===== config.mk =====
export PLATFORM = sky130hd
export DESIGN_NAME = ch0re_ifetch
export DESIGN_NICKNAME = d
export VERILOG_FILES = /design/src/rtl/ch0re_ifetch_pkg.sv /design/src/rtl/ch0re_ifetch_fetch_fifo.sv /design/src/rtl/ch0re_ifetch.sv
export SDC_FILE = /design/constraint.sdc
export NUM_CORES = 1
export LEC_CHECK = 0
export CAP_MARGIN = 20
export CORE_UTILIZATION = 34
export DETAILED_ROUTE_END_ITERATION = 10
export PLACE_DENSITY = 0.67
export SLEW_MARGIN = 25
export SYNTH_ARGS = -nofsm -noshare
export SYNTH_HDL_FRONTEND = slang
export SYNTH_SLANG_ARGS = --single-unit
export TNS_END_PERCENT = 5

===== constraint.sdc =====
create_clock -name i_clk -period 7.5 [get_ports i_clk]
set_clock_uncertainty 0.1 [all_clocks]
set_input_delay 1.875 -clock i_clk [delete_from_list [all_inputs] [get_ports i_clk]]
set_output_delay 1.875 -clock i_clk [all_outputs]
set_load 0.01 [all_outputs]

===== src/rtl/ch0re_ifetch_pkg.sv =====
// Shared types and constants for the ch0re instruction fetch stage.
package ch0re_ifetch_pkg;

  localparam logic [63:0] DEFAULT_RESET_PC = 64'h0;

  // Canonical RISC-V NOP (addi x0, x0, 0); handy filler for benches.
  localparam logic [31:0] NOP_INSTR = 32'h0000_0013;

  // One buffered fetch result as presented to decode.
  typedef struct packed {
    logic [63:0] pc;
    logic [31:0] instr;
    logic        misaligned;
  } fetch_entry_t;

  // Classification of a memory response in the current cycle.
  typedef enum logic [1:0] {
    RESP_NONE,
    RESP_DROP,
    RESP_KEEP
  } resp_kind_t;

  function automatic logic is_misaligned(input logic [63:0] pc);
    return pc[1:0] != 2'b00;
  endfunction

endpackage


===== src/rtl/ch0re_ifetch_fetch_fifo.sv =====
// Synchronous FIFO of fetch entries; flush overrides push and pop.
module ch0re_fetch_fifo
  import ch0re_ifetch_pkg::*;
#(
  parameter int unsigned DEPTH = 2
) (
  input  logic                     i_clk,
  input  logic                     i_rst_n,
  input  logic                     i_push,
  input  fetch_entry_t             i_push_data,
  input  logic                     i_pop,
  input  logic                     i_flush,
  output fetch_entry_t             o_head,
  output logic [$clog2(DEPTH):0]   o_count,
  output logic                     o_full,
  output logic                     o_empty
);

  localparam int unsigned PW = $clog2(DEPTH);

  fetch_entry_t     mem [DEPTH];
  logic [PW-1:0]    wr_ptr;
  logic [PW-1:0]    rd_ptr;
  logic [PW:0]      count;
  logic             push_ok;
  logic             pop_ok;

  assign o_empty = (count == '0);
  assign o_full  = (count == (PW+1)'(DEPTH));
  assign o_count = count;
  assign pop_ok  = i_pop && !o_empty && !i_flush;
  assign push_ok = i_push && !i_flush && (!o_full || pop_ok);

  // Head is forced to zero while empty so idle outputs are clean.
  assign o_head = o_empty ? '0 : mem[rd_ptr];

  // Pointer and occupancy tracking.
  always_ff @(posedge i_clk) begin
    if (!i_rst_n) begin
      wr_ptr <= '0;
      rd_ptr <= '0;
      count  <= '0;
    end else if (i_flush) begin
      wr_ptr <= '0;
      rd_ptr <= '0;
      count  <= '0;
    end else begin
      if (push_ok) wr_ptr <= wr_ptr + PW'(1);
      if (pop_ok)  rd_ptr <= rd_ptr + PW'(1);
      count <= count + (PW+1)'(push_ok) - (PW+1)'(pop_ok);
    end
  end

  // Storage write; contents need no reset because count gates visibility.
  always_ff @(posedge i_clk) begin
    if (push_ok) mem[wr_ptr] <= i_push_data;
  end

endmodule


===== src/rtl/ch0re_ifetch.sv =====
// Instruction fetch: PC generation, in-order memory requests, response
// buffering and redirect flushing, feeding decode over valid/ready.
module ch0re_ifetch
  import ch0re_ifetch_pkg::*;
#(
  parameter int unsigned FIFO_DEPTH = 2,
  parameter logic [63:0] RESET_PC   = DEFAULT_RESET_PC
) (
  input  logic        i_clk,
  input  logic        i_rst_n,
  output logic        o_imem_req,
  output logic [63:0] o_imem_addr,
  input  logic        i_imem_gnt,
  input  logic        i_imem_rvalid,
  input  logic [31:0] i_imem_rdata,
  input  logic        i_redirect,
  input  logic [63:0] i_redirect_pc,
  output logic        o_instr_valid,
  output logic [31:0] o_instr,
  output logic [63:0] o_pc,
  output logic        o_misaligned,
  input  logic        i_instr_ready
);

  localparam int unsigned PW = $clog2(FIFO_DEPTH);
  localparam int unsigned CW = PW + 1;

  logic [63:0]   pc;
  logic [CW-1:0] outstanding;
  logic [CW-1:0] discard;
  logic          mis_done;
  logic [63:0]   req_pc_q [FIFO_DEPTH];
  logic [PW-1:0] req_wr;
  logic [PW-1:0] req_rd;

  logic          misaligned_pc;
  logic [CW:0]   inflight;
  logic          credit_ok;
  logic          imem_req;
  logic          issue;
  logic          resp;
  resp_kind_t    resp_kind;
  logic          mis_push;
  logic          fifo_push;
  logic          fifo_pop;
  logic          fifo_full;
  logic          fifo_empty;
  logic [CW-1:0] fifo_count;
  fetch_entry_t  push_entry;
  fetch_entry_t  head;

  assign misaligned_pc = is_misaligned(pc);
  assign inflight      = {1'b0, outstanding} + {1'b0, fifo_count};
  assign credit_ok     = inflight < (CW+1)'(FIFO_DEPTH);
  assign imem_req      = i_rst_n && !i_redirect && !misaligned_pc && credit_ok;
  assign issue         = imem_req && i_imem_gnt;
  // Responses with nothing outstanding belong to pre-reset requests.
  assign resp          = i_imem_rvalid && (outstanding != '0);

  assign mis_push = !i_redirect && misaligned_pc && !mis_done &&
                    (outstanding == '0) && (discard == '0) && fifo_empty;
  assign fifo_push = (resp_kind == RESP_KEEP) || mis_push;
  assign fifo_pop  = !fifo_empty && i_instr_ready;

  // Decide whether this cycle's response is kept or dropped.
  always_comb begin
    resp_kind = RESP_NONE;
    if (resp) begin
      resp_kind = (i_redirect || (discard != '0)) ? RESP_DROP : RESP_KEEP;
    end
  end

  // Build the entry to push: memory word with its request PC, or the
  // zero-word marker for a misaligned target.
  always_comb begin
    push_entry.pc         = req_pc_q[req_rd];
    push_entry.instr      = i_imem_rdata;
    push_entry.misaligned = 1'b0;
    if (mis_push) begin
      push_entry.pc         = pc;
      push_entry.instr      = '0;
      push_entry.misaligned = 1'b1;
    end
  end

  // PC, outstanding/discard counters and request-PC queue pointers.
  always_ff @(posedge i_clk) begin
    if (!i_rst_n) begin
      pc          <= RESET_PC;
      outstanding <= '0;
      discard     <= '0;
      mis_done    <= 1'b0;
      req_wr      <= '0;
      req_rd      <= '0;
    end else begin
      outstanding <= outstanding + CW'(issue) - CW'(resp);
      if (issue) req_wr <= req_wr + PW'(1);
      if (resp)  req_rd <= req_rd + PW'(1);
      if (i_redirect) begin
        pc       <= i_redirect_pc;
        // Every request still in flight is stale after a redirect, and
        // outstanding already includes those awaiting discard, so the
        // discard count restarts from outstanding instead of summing.
        discard  <= outstanding - CW'(resp);
        mis_done <= 1'b0;
      end else begin
        if (issue) pc <= pc + 64'd4;
        if (resp_kind == RESP_DROP) discard <= discard - CW'(1);
        if (mis_push) mis_done <= 1'b1;
      end
    end
  end

  // Remember the PC of each issued request for its in-order response.
  always_ff @(posedge i_clk) begin
    if (issue) req_pc_q[req_wr] <= pc;
  end

  // A kept response must always find room in the buffer.
  always_ff @(posedge i_clk) begin
    if (i_rst_n) begin
      assert (!((resp_kind == RESP_KEEP) && fifo_full && !fifo_pop))
        else $fatal(1, "ch0re_ifetch: response would overflow instruction buffer");
    end
  end

  ch0re_fetch_fifo #(
    .DEPTH (FIFO_DEPTH)
  ) u_fifo (
    .i_clk       (i_clk),
    .i_rst_n     (i_rst_n),
    .i_push      (fifo_push),
    .i_push_data (push_entry),
    .i_pop       (fifo_pop),
    .i_flush     (i_redirect),
    .o_head      (head),
    .o_count     (fifo_count),
    .o_full      (fifo_full),
    .o_empty     (fifo_empty)
  );

  assign o_imem_req    = imem_req;
  assign o_imem_addr   = pc;
  assign o_instr_valid = !fifo_empty;
  assign o_instr       = head.instr;
  assign o_pc          = head.pc;
  assign o_misaligned  = head.misaligned;

endmodule


After elaboration in Yosys (flattened, before gate mapping)
Memory sizes are Yosys's and may differ from the RTL's. A register that Yosys moved wholly into a read port is not among the register bits.
Cells that the tools add are included.

storage, ports and cells
  bits of input ports = 102
  output and inout bits = 163
  word-level logic and storage cells = 76
  bits in writable memories = 322
  memories = 2
  flip-flop bits (word level) = 75

operators by class
  add/subtract/negate cells = 12
  multiplexer cells = 16
  bitwise logic cells = 1
  order comparisons = 1
  equal/unequal tests = 3
  reduce and logical (&&, ||, !) cells = 32

memory list
  memory      depth  width  read ports  clocked after Yosys merged registers in  write ports  line                           text
  u_fifo.mem  2      97     1           1                                        1            ch0re_ifetch_fetch_fifo.sv:21  fetch_entry_t mem [DEPTH];
  req_pc_q    2      64     1           1                                        1            ch0re_ifetch.sv:32             logic [63:0] req_pc_q [FIFO_DEPTH];

operator list
  cell                   count
  $mux 97                2
  $mux 64                2
  $add 64x3->64 const B  1
  $logic_and 1x1->1      15
  $reduce_bool 2->1      5
  $mux 1                 8
  $mux 2                 4
  $logic_not 2->1        3
  $sub 2x1->2            3
  $logic_not 1->1        5
  $add 1x1->1 const B    4
  $add 2x1->2            2
  $eq 2x2->1 const B     2
  $add 2x2->3            1
  $logic_or 1x1->1       3
  $lt 3x2->1 const B     1
  $eq 2x1->1 const B     1
  $reduce_or 2->1        1
  $sub 2x1->2 const B    1
  $not 1->1              1

Longest topological paths before layout
Gate-level depths: netlist of run 1.

  depth in word-level cells = 11
  gate-level depth with buffers = 15
  gate-level depth less buffers = 12

Hierarchy
From an unflattened synthesis of run 1, not the netlist that was laid out.

unflattened totals
  cell total of the unflattened synthesis = 1360
  area total of the unflattened synthesis = 17135.2 µm²

by module, submodules not included
  module            area an instance (µm²)  seq. area each (µm²)  cells each  times used
  ch0re_ifetch      9512.9                  5285.1                919         1
  ch0re_fetch_fifo  7622.3                  5925.7                441         1

Worst setup path after synthesis of run 1
OpenSTA, ideal clock, no wires.

  path type = input -> register
  start = input port i_redirect
  end = memory u_fifo.mem[0][0] (netlist bit), enable pin
  setup time = 0.565 ns
  data required time = 6.835 ns
  data arrival time = 7.347 ns
  path buffers = 1
  path slack = -0.513 ns
  stages = 5
  cells stage by stage = clkbuf_1 nor4_1 nand4_1 a211oi_1 nor2b_1

on the way
  cells in the longest elaborated chain, start to end = 11
  elaborated cells between the ends (all ways) = 17
  those cells by class = eq/ne: 1; mux: 4; reduce/logical: 12

RTL lines
  what                                            line                           text
  start: declaration                              ch0re_ifetch.sv:16             input logic i_redirect,
  branches (longest 8 deep; another with $mux 2)  --
  $logic_and 1x1->1 *                             ch0re_ifetch_fetch_fifo.sv:32  assign push_ok = i_push && !i_flush && (!o_full || pop_ok);
  $mux 1 *                                        ch0re_ifetch_fetch_fifo.sv:56  if (push_ok) mem[wr_ptr] <= i_push_data;
  $mux 1 (not written as such) *                  ch0re_ifetch_fetch_fifo.sv:56
  end: declaration                                ch0re_ifetch_fetch_fifo.sv:21

Mark *: on every way between the ends.

Worst setup path after layout of run 1
  start = input port i_rst_n
  end = output port o_imem_req

on the way
  cells in the longest elaborated chain, start to end = 3

RTL lines
  what                             line                text
  start: declaration               ch0re_ifetch.sv:10  input logic i_rst_n,
  $logic_and 1x1->1 (3 in series)  ch0re_ifetch.sv:55  assign imem_req = i_rst_n && !i_redirect && !misaligned_pc && credit_ok;
  end: declaration                 ch0re_ifetch.sv:11  output logic o_imem_req,

No other way between the ends.

==> results of run 1 <==
-- path summary, 6_finish.rpt --
check / from / to / slack (ps) / cells past startpoint
min reg2reg: mis_done$_SDFFE_PP0P_ / mis_done$_SDFFE_PP0P_ / 420 / 2
max: i_rst_n / o_imem_req / 1860 / 4
max reg2reg: u_fifo.o_count[0]$_SDFF_PP0_ / req_pc_q[0][7]$_DFFE_PP_ / 3570 / 8
min: mis_done$_SDFFE_PP0P_ / mis_done$_SDFFE_PP0P_ / 420 / 2
-- synthesized netlist by cell type (all sizes together), types with 15 or more instances --
cell    instances
dfxtp          77
nand2          44
nor2          200
or4            26
a21oi          90
buf            15
a31oi          31
edfxtp        322
xnor2          20
nand4          35
mux2i         165
inv            18
nor4           22
and2           48
o21ai          40
nand3          27
clkbuf         75
-- routing by layer --
layer  wire length [um]  vias to the layer above  global-route usage [%]
met2              22370                      446                   29.71
met5                  0                        -                       0
met3               3433                       69                   3.549
li1                   -                     5688                       -
met1              20550                     5902                   24.28
met4               1043                        0                   4.958
-- power by group --
part	internal, mW	leakage, nW	switching (mW)
logic	0.412	2.74	0.508
registers	2.65	3.58	0.131
clock network	1.27	0.700	0.876
-- flip-flops by register name, summed over array words and instances, names as in the netlist, 2 cells and up, named ones only --
| signal | count |
|---|---|
| o_imem_addr | 64 |
| u_fifo.mem | 194 |
| u_fifo.o_count | 2 |
| discard | 2 |
| outstanding | 2 |
| req_pc_q | 128 |
-- kinds of logic (layout without fill, tap and decap cells) --
group | count (synthesis) | count (layout) | share of synthesized area, %
xor+xnor | 27 | 27 | 1.371
mux | 166 | 166 | 9.640
fa+ha+maj | 8 | 8 | 0.6238
compound gates | 219 | 219 | 7.587
other cells | 0 | 1 | 0
simple gates | 458 | 458 | 13.37
flops | 399 | 399 | 64.99
buf+inv | 108 | 384 | 2.415
-- critical path: cells and delay by family --
family,cells,cell delay (ps)
AND/OR/NAND/NOR,2,610
buffers and inverters,2,1170
-- final cells by class --
cell class	count	area (um2)	area share, %
flip-flops and latches	399	11220	50.89
multi-input cells	878	5649	25.63
repair buffers	286	2835	12.86
clock buffers	57	1201	5.449
well taps	672	840.8	3.814
clock inverters	23	229.0	1.039
inverters	18	67.56	0.3065
diodes	1	2.502	0.01135
-- through the flow --
step	power [mW]	hold WS (ps)	instance area, um2
after floorplan	3.354	340.4	17250
after global placement	3.726	385.4	20580
after detailed placement	3.758	401.9	20610
after CTS	5.910	412.1	22040
after global routing	6.090	427.9	22040
final	5.852	415.1	22040
==> flow_summary_export.csv, run 1 <==
group,metric,value,unit
clocking,cts_hold_buffers,0,
clocking,post_cts_buffers,0,
power_and_ir_drop,ir_drop,0.1335,mV
global_routing,grt_usage,18.08,%
clocking,path_clk_slew,60,ps
cells_and_area,postLayoutCoreUtil,44.03,%
cells_and_area,layout-drive-gt1-share,6.683,%
drt,drt_iter0_markers,884,
clocking,cts_tree,"done",
cells_and_area,syn2layout_area_growth,27.80,%
synth,synth_area_leader_cell,"edfxtp_1",
die,core,50070,um2
critical_path,crit_top_cell,"clkdlybuf4s50_1",
synth,synth_edf_count,322,
sta,grt_setup_unrepaired,"no",
sta,fmax,177.4,MHz
die,ios,265,
cells_and_area,fin_nets,1737,
global_routing,grt_overflow,0,
global_routing,antenna_found_initial,1,
global_routing,grt_start_max_net_pins,85,
critical_path,critPathKind,"in -> out",
synth,synth_seq_cells,399,
synth,synth_area,17250,um2
synth,synthFlopType,"edfxtp_1",
cells_and_area,instances_no_fill,2334,
run_status,violations,"design-rule violations",
synth,synth_area_leaders,"edfxtp_1, mux2i_1, dfxtp_1, nor2_1, a21oi_1",
clocking,clock_latency,570,ps
sta,period_needed,5637,ps
sta,timing_hold_violations_final,0,
drt,drt-wirelength-per-cell,20.31,um
global_routing,grt_pass1_vias,11740,
drt,first_pass_iters,8,
clocking,h-tree-depth,2,
die,initial_utilization,34.45,%
clocking,cts_buffer_depth,3,
sta,setup_tns,0,ps
die,die_h,227.2,um
synth,synth-async-reset-ratio,0,%
synth,synth_top_area_share,56.06,%
drt,via_count,12110,
run_status,status,"finished with violations",
placement,finalWeightedCongestion,0.8644,
critical_path,cp-start-kind,"input pin",
min_path,min_path_type,"reg -> reg",
placement,post-place-ws,1868,ps
placement,port_buffers,264,
cells_and_area,n_fill_cell,4611,
sta,period_share,75.16,%
sta,slew_viol_final,0,
flow_run,drv_cap,0,
power_and_ir_drop,p_leak,7.015,nW
critical_path,crit_arrival,3660,ps
cells_and_area,final_common_cell,"edfxtp_1",
critical_path,critical-path-slowest-cell,"clkdlybuf4s50_1",
sta,setup_violations,0,
synth,avgSynthCellArea,12.45,um2
sta,slew_headroom,34.34,%
drt,ant_nets,0,
placement,hpwl,31.75,mm
critical_path,end_kind,"primary output",
drt,drt_wl_total,47.40,mm
drt,viasPerCell,5.186,
clocking,cts_resized,0,
drt,drc,2,
die,dieArea,51640,um2
clocking,cts_buffers,44,
die,die_w,227.2,um
synth,synth-seq-area-share,64.99,%
clocking,clock_sinks,399,
sta,fin_ws,1863,ps
synth,synth_fp_nets,1495,
critical_path,cp_cell_sequence,"clkdlybuf4s50_1, nand2b_1, nor2_1, clkdlybuf4s50_1",
synth,syn_inst,1385,
clocking,cts_root_buffer,"clkbuf_16",
critical_path,crit_fanout,8,
critical_path,max_stage_delay,610,ps
cells_and_area,final_cell_mix,"edfxtp_1, clkdlybuf4s50_1, nor2_1, mux2i_1, a21oi_1",
critical_path,required,5530,ps
global_routing,grt_pass1_wl,70.21,mm
synth,yosys_warnings,0,
synth,yosysUniqueCellTypes,57,
die,core.rowCount,82,
placement,dp.cells,2253,
power_and_ir_drop,p_per_area,265.5,nW/um2
sta,worst_slew_pin_slew,984.9,ps
Note: power is estimated with default switching activity, not from simulation.
==> run 2, diff against run 1 <==
--- a/config.mk
+++ b/config.mk
@@ -8,7 +8,7 @@
 export CAP_MARGIN = 20
 export CORE_UTILIZATION = 34
 export DETAILED_ROUTE_END_ITERATION = 10
-export PLACE_DENSITY = 0.67
+export PLACE_DENSITY = 0.65
 export SLEW_MARGIN = 25
 export SYNTH_ARGS = -nofsm -noshare
 export SYNTH_HDL_FRONTEND = slang
==> constraint.sdc (replaced) <==
create_clock -name i_clk -period 5.8 [get_ports i_clk]
set_clock_uncertainty 0.1 [all_clocks]
set_input_delay 1.45 -clock i_clk [delete_from_list [all_inputs] [get_ports i_clk]]
set_output_delay 1.45 -clock i_clk [all_outputs]
set_load 0.01 [all_outputs]
==> flow_summary_export.csv, run 2 (synthesis gave the netlist of run 1 again) <==
group,metric,value,unit
cells_and_area,final_cell_mix,"edfxtp_1, clkdlybuf4s50_1, nor2_1, mux2i_1, a21oi_1",
sta,timing_hold_violations_final,0,
clocking,h-tree-depth,2,
drt,viasPerCell,5.176,
drt,drt_wl_total,48.27,mm
cells_and_area,fin_nets,1738,
sta,hold_ws,404.0,ps
clocking,cts_hold_buffers,0,
global_routing,antenna_found_initial,1,
critical_path,critPathKind,"reg -> out",
drt,first_pass_iters,8,
critical_path,end_kind,"primary output",
run_status,status,"completed",
cells_and_area,n_antenna_cell,0,
drt,ant_nets,0,
cells_and_area,top_register,"u_fifo.mem",
global_routing,grt_start_max_net_pins,86,
clocking,cts_root_buffer,"clkbuf_16",
clocking,cts_buffer_depth,3,
placement,dp.cells,2254,
global_routing,grt_pass1_wl,71.24,mm
power_and_ir_drop,p_leak,7.004,nW
critical_path,crit_fanout,7,
sta,worst_slew_pin_slew,1063,ps
clocking,cts_buffers,44,
power_and_ir_drop,finalPower,7.516,mW
die,core,50070,um2
die,die_h,227.2,um
clocking,post_cts_buffers,0,
cells_and_area,syn2layout_area_growth,27.61,%
min_path,min_path_type,"reg -> reg",
sta,setup_violations,0,
die,ios,265,
cells_and_area,final_cell_area,22010,um2
drt,drc,0,
cells_and_area,layout-drive-gt1-share,6.258,%
global_routing,grt_overflow,0,
sta,slew_headroom,29.15,%
clocking,clock_latency,570,ps
cells_and_area,largest_reg_flops,194,
global_routing,grt_usage,18.43,%
power_and_ir_drop,ir_drop,0.1770,mV
die,die_w,227.2,um
sta,fmax,204.7,MHz
clocking,clock_sinks,399,
drt,drt_iter0_markers,835,
sta,grt_setup_unrepaired,"no",
sta,period_share,84.22,%
drt,drt-wirelength-per-cell,20.68,um
cells_and_area,instances_no_fill,2334,
clocking,cts_resized,0,
critical_path,required,4250,ps
placement,port_buffers,264,
drt,via_count,12080,
die,core.rowCount,82,
clocking,path_clk_slew,60,ps
flow_run,drv_cap,0,
cells_and_area,final_common_cell,"edfxtp_1",
critical_path,crit_arrival,3340,ps
placement,finalWeightedCongestion,0.8352,
placement,place_area,20620,um2
critical_path,cp-start-kind,"flip-flop",
sta,period_needed,4885,ps
die,dieArea,51640,um2
sta,slew_viol_final,0,
global_routing,grt_pass1_vias,11710,
clocking,cts_tree,"done",
power_and_ir_drop,p_per_area,341.5,nW/um2
placement,hpwl,31.61,mm
die,initial_utilization,34.45,%
-- run 2: cell types whose count changed in the layout (fill, tap and decap cells not counted), sizes merged --
cell,before,now
clkinv,14,19
clkinvlp,4,1
clkbuf,57,55
buf,23,24
diode,1,0
-- run 2: where the power goes --
part	switching (mW)	internal (mW)
Combinational	0.672	0.528
Sequential	0.154	3.43
Clock	1.13	1.60
-- run 2: layout make-up --
class | instances | area [um2]
multi-input combinational | 878 | 5649
clock inverter | 25 | 224.0
timing repair buffer | 287 | 2848
tap | 672 | 840.8
sequential | 399 | 11220
clock buffer | 55 | 1164
fill | 4662 | 28060
inverter | 18 | 67.56
-- run 2: final timing paths --
path	start	endpoint	slack (ps)	cells after the start
worst max-delay path	u_fifo.o_count[0]$_SDFF_PP0_	o_imem_req	910	6
worst min-delay path	u_fifo.rd_ptr$_SDFFE_PP0N_	u_fifo.rd_ptr$_SDFFE_PP0N_	400	2
worst max register to register	u_fifo.o_count[0]$_SDFF_PP0_	req_pc_q[1][1]$_DFFE_PP_	2110	7
worst min register to register	u_fifo.rd_ptr$_SDFFE_PP0N_	u_fifo.rd_ptr$_SDFFE_PP0N_	400	2
-- run 2: per-layer routing --
layer | routed length, um | global-route usage (%) | vias to the layer above
met5 | 0 | 0 | -
met4 | 1209 | 5.239 | 0
met3 | 3385 | 4.208 | 86
met2 | 22080 | 29.12 | 448
met1 | 21600 | 25.29 | 5859
li1 | - | - | 5688
-- run 2: through the flow --
stage          setup WS (ps)  setup TNS (ps)  util (%)
6_report               915.0               0     43.96
5_1_grt                865.7               0     43.96
4_1_cts                930.4               0     43.96
3_5_place_dp            1028               0     41.19
3_3_place_gp           972.9               0     41.19
2_1_floorplan         -182.6          -11690         -
-- run 2: worst max-delay path: stages (launching register included) --
cell             delay (ps)
dfxtp_1                 400
inv_1                    80
nor2_1                  140
fa_1                    470
or4_1                   710
nor2_1                  360
clkdlybuf4s50_1         610
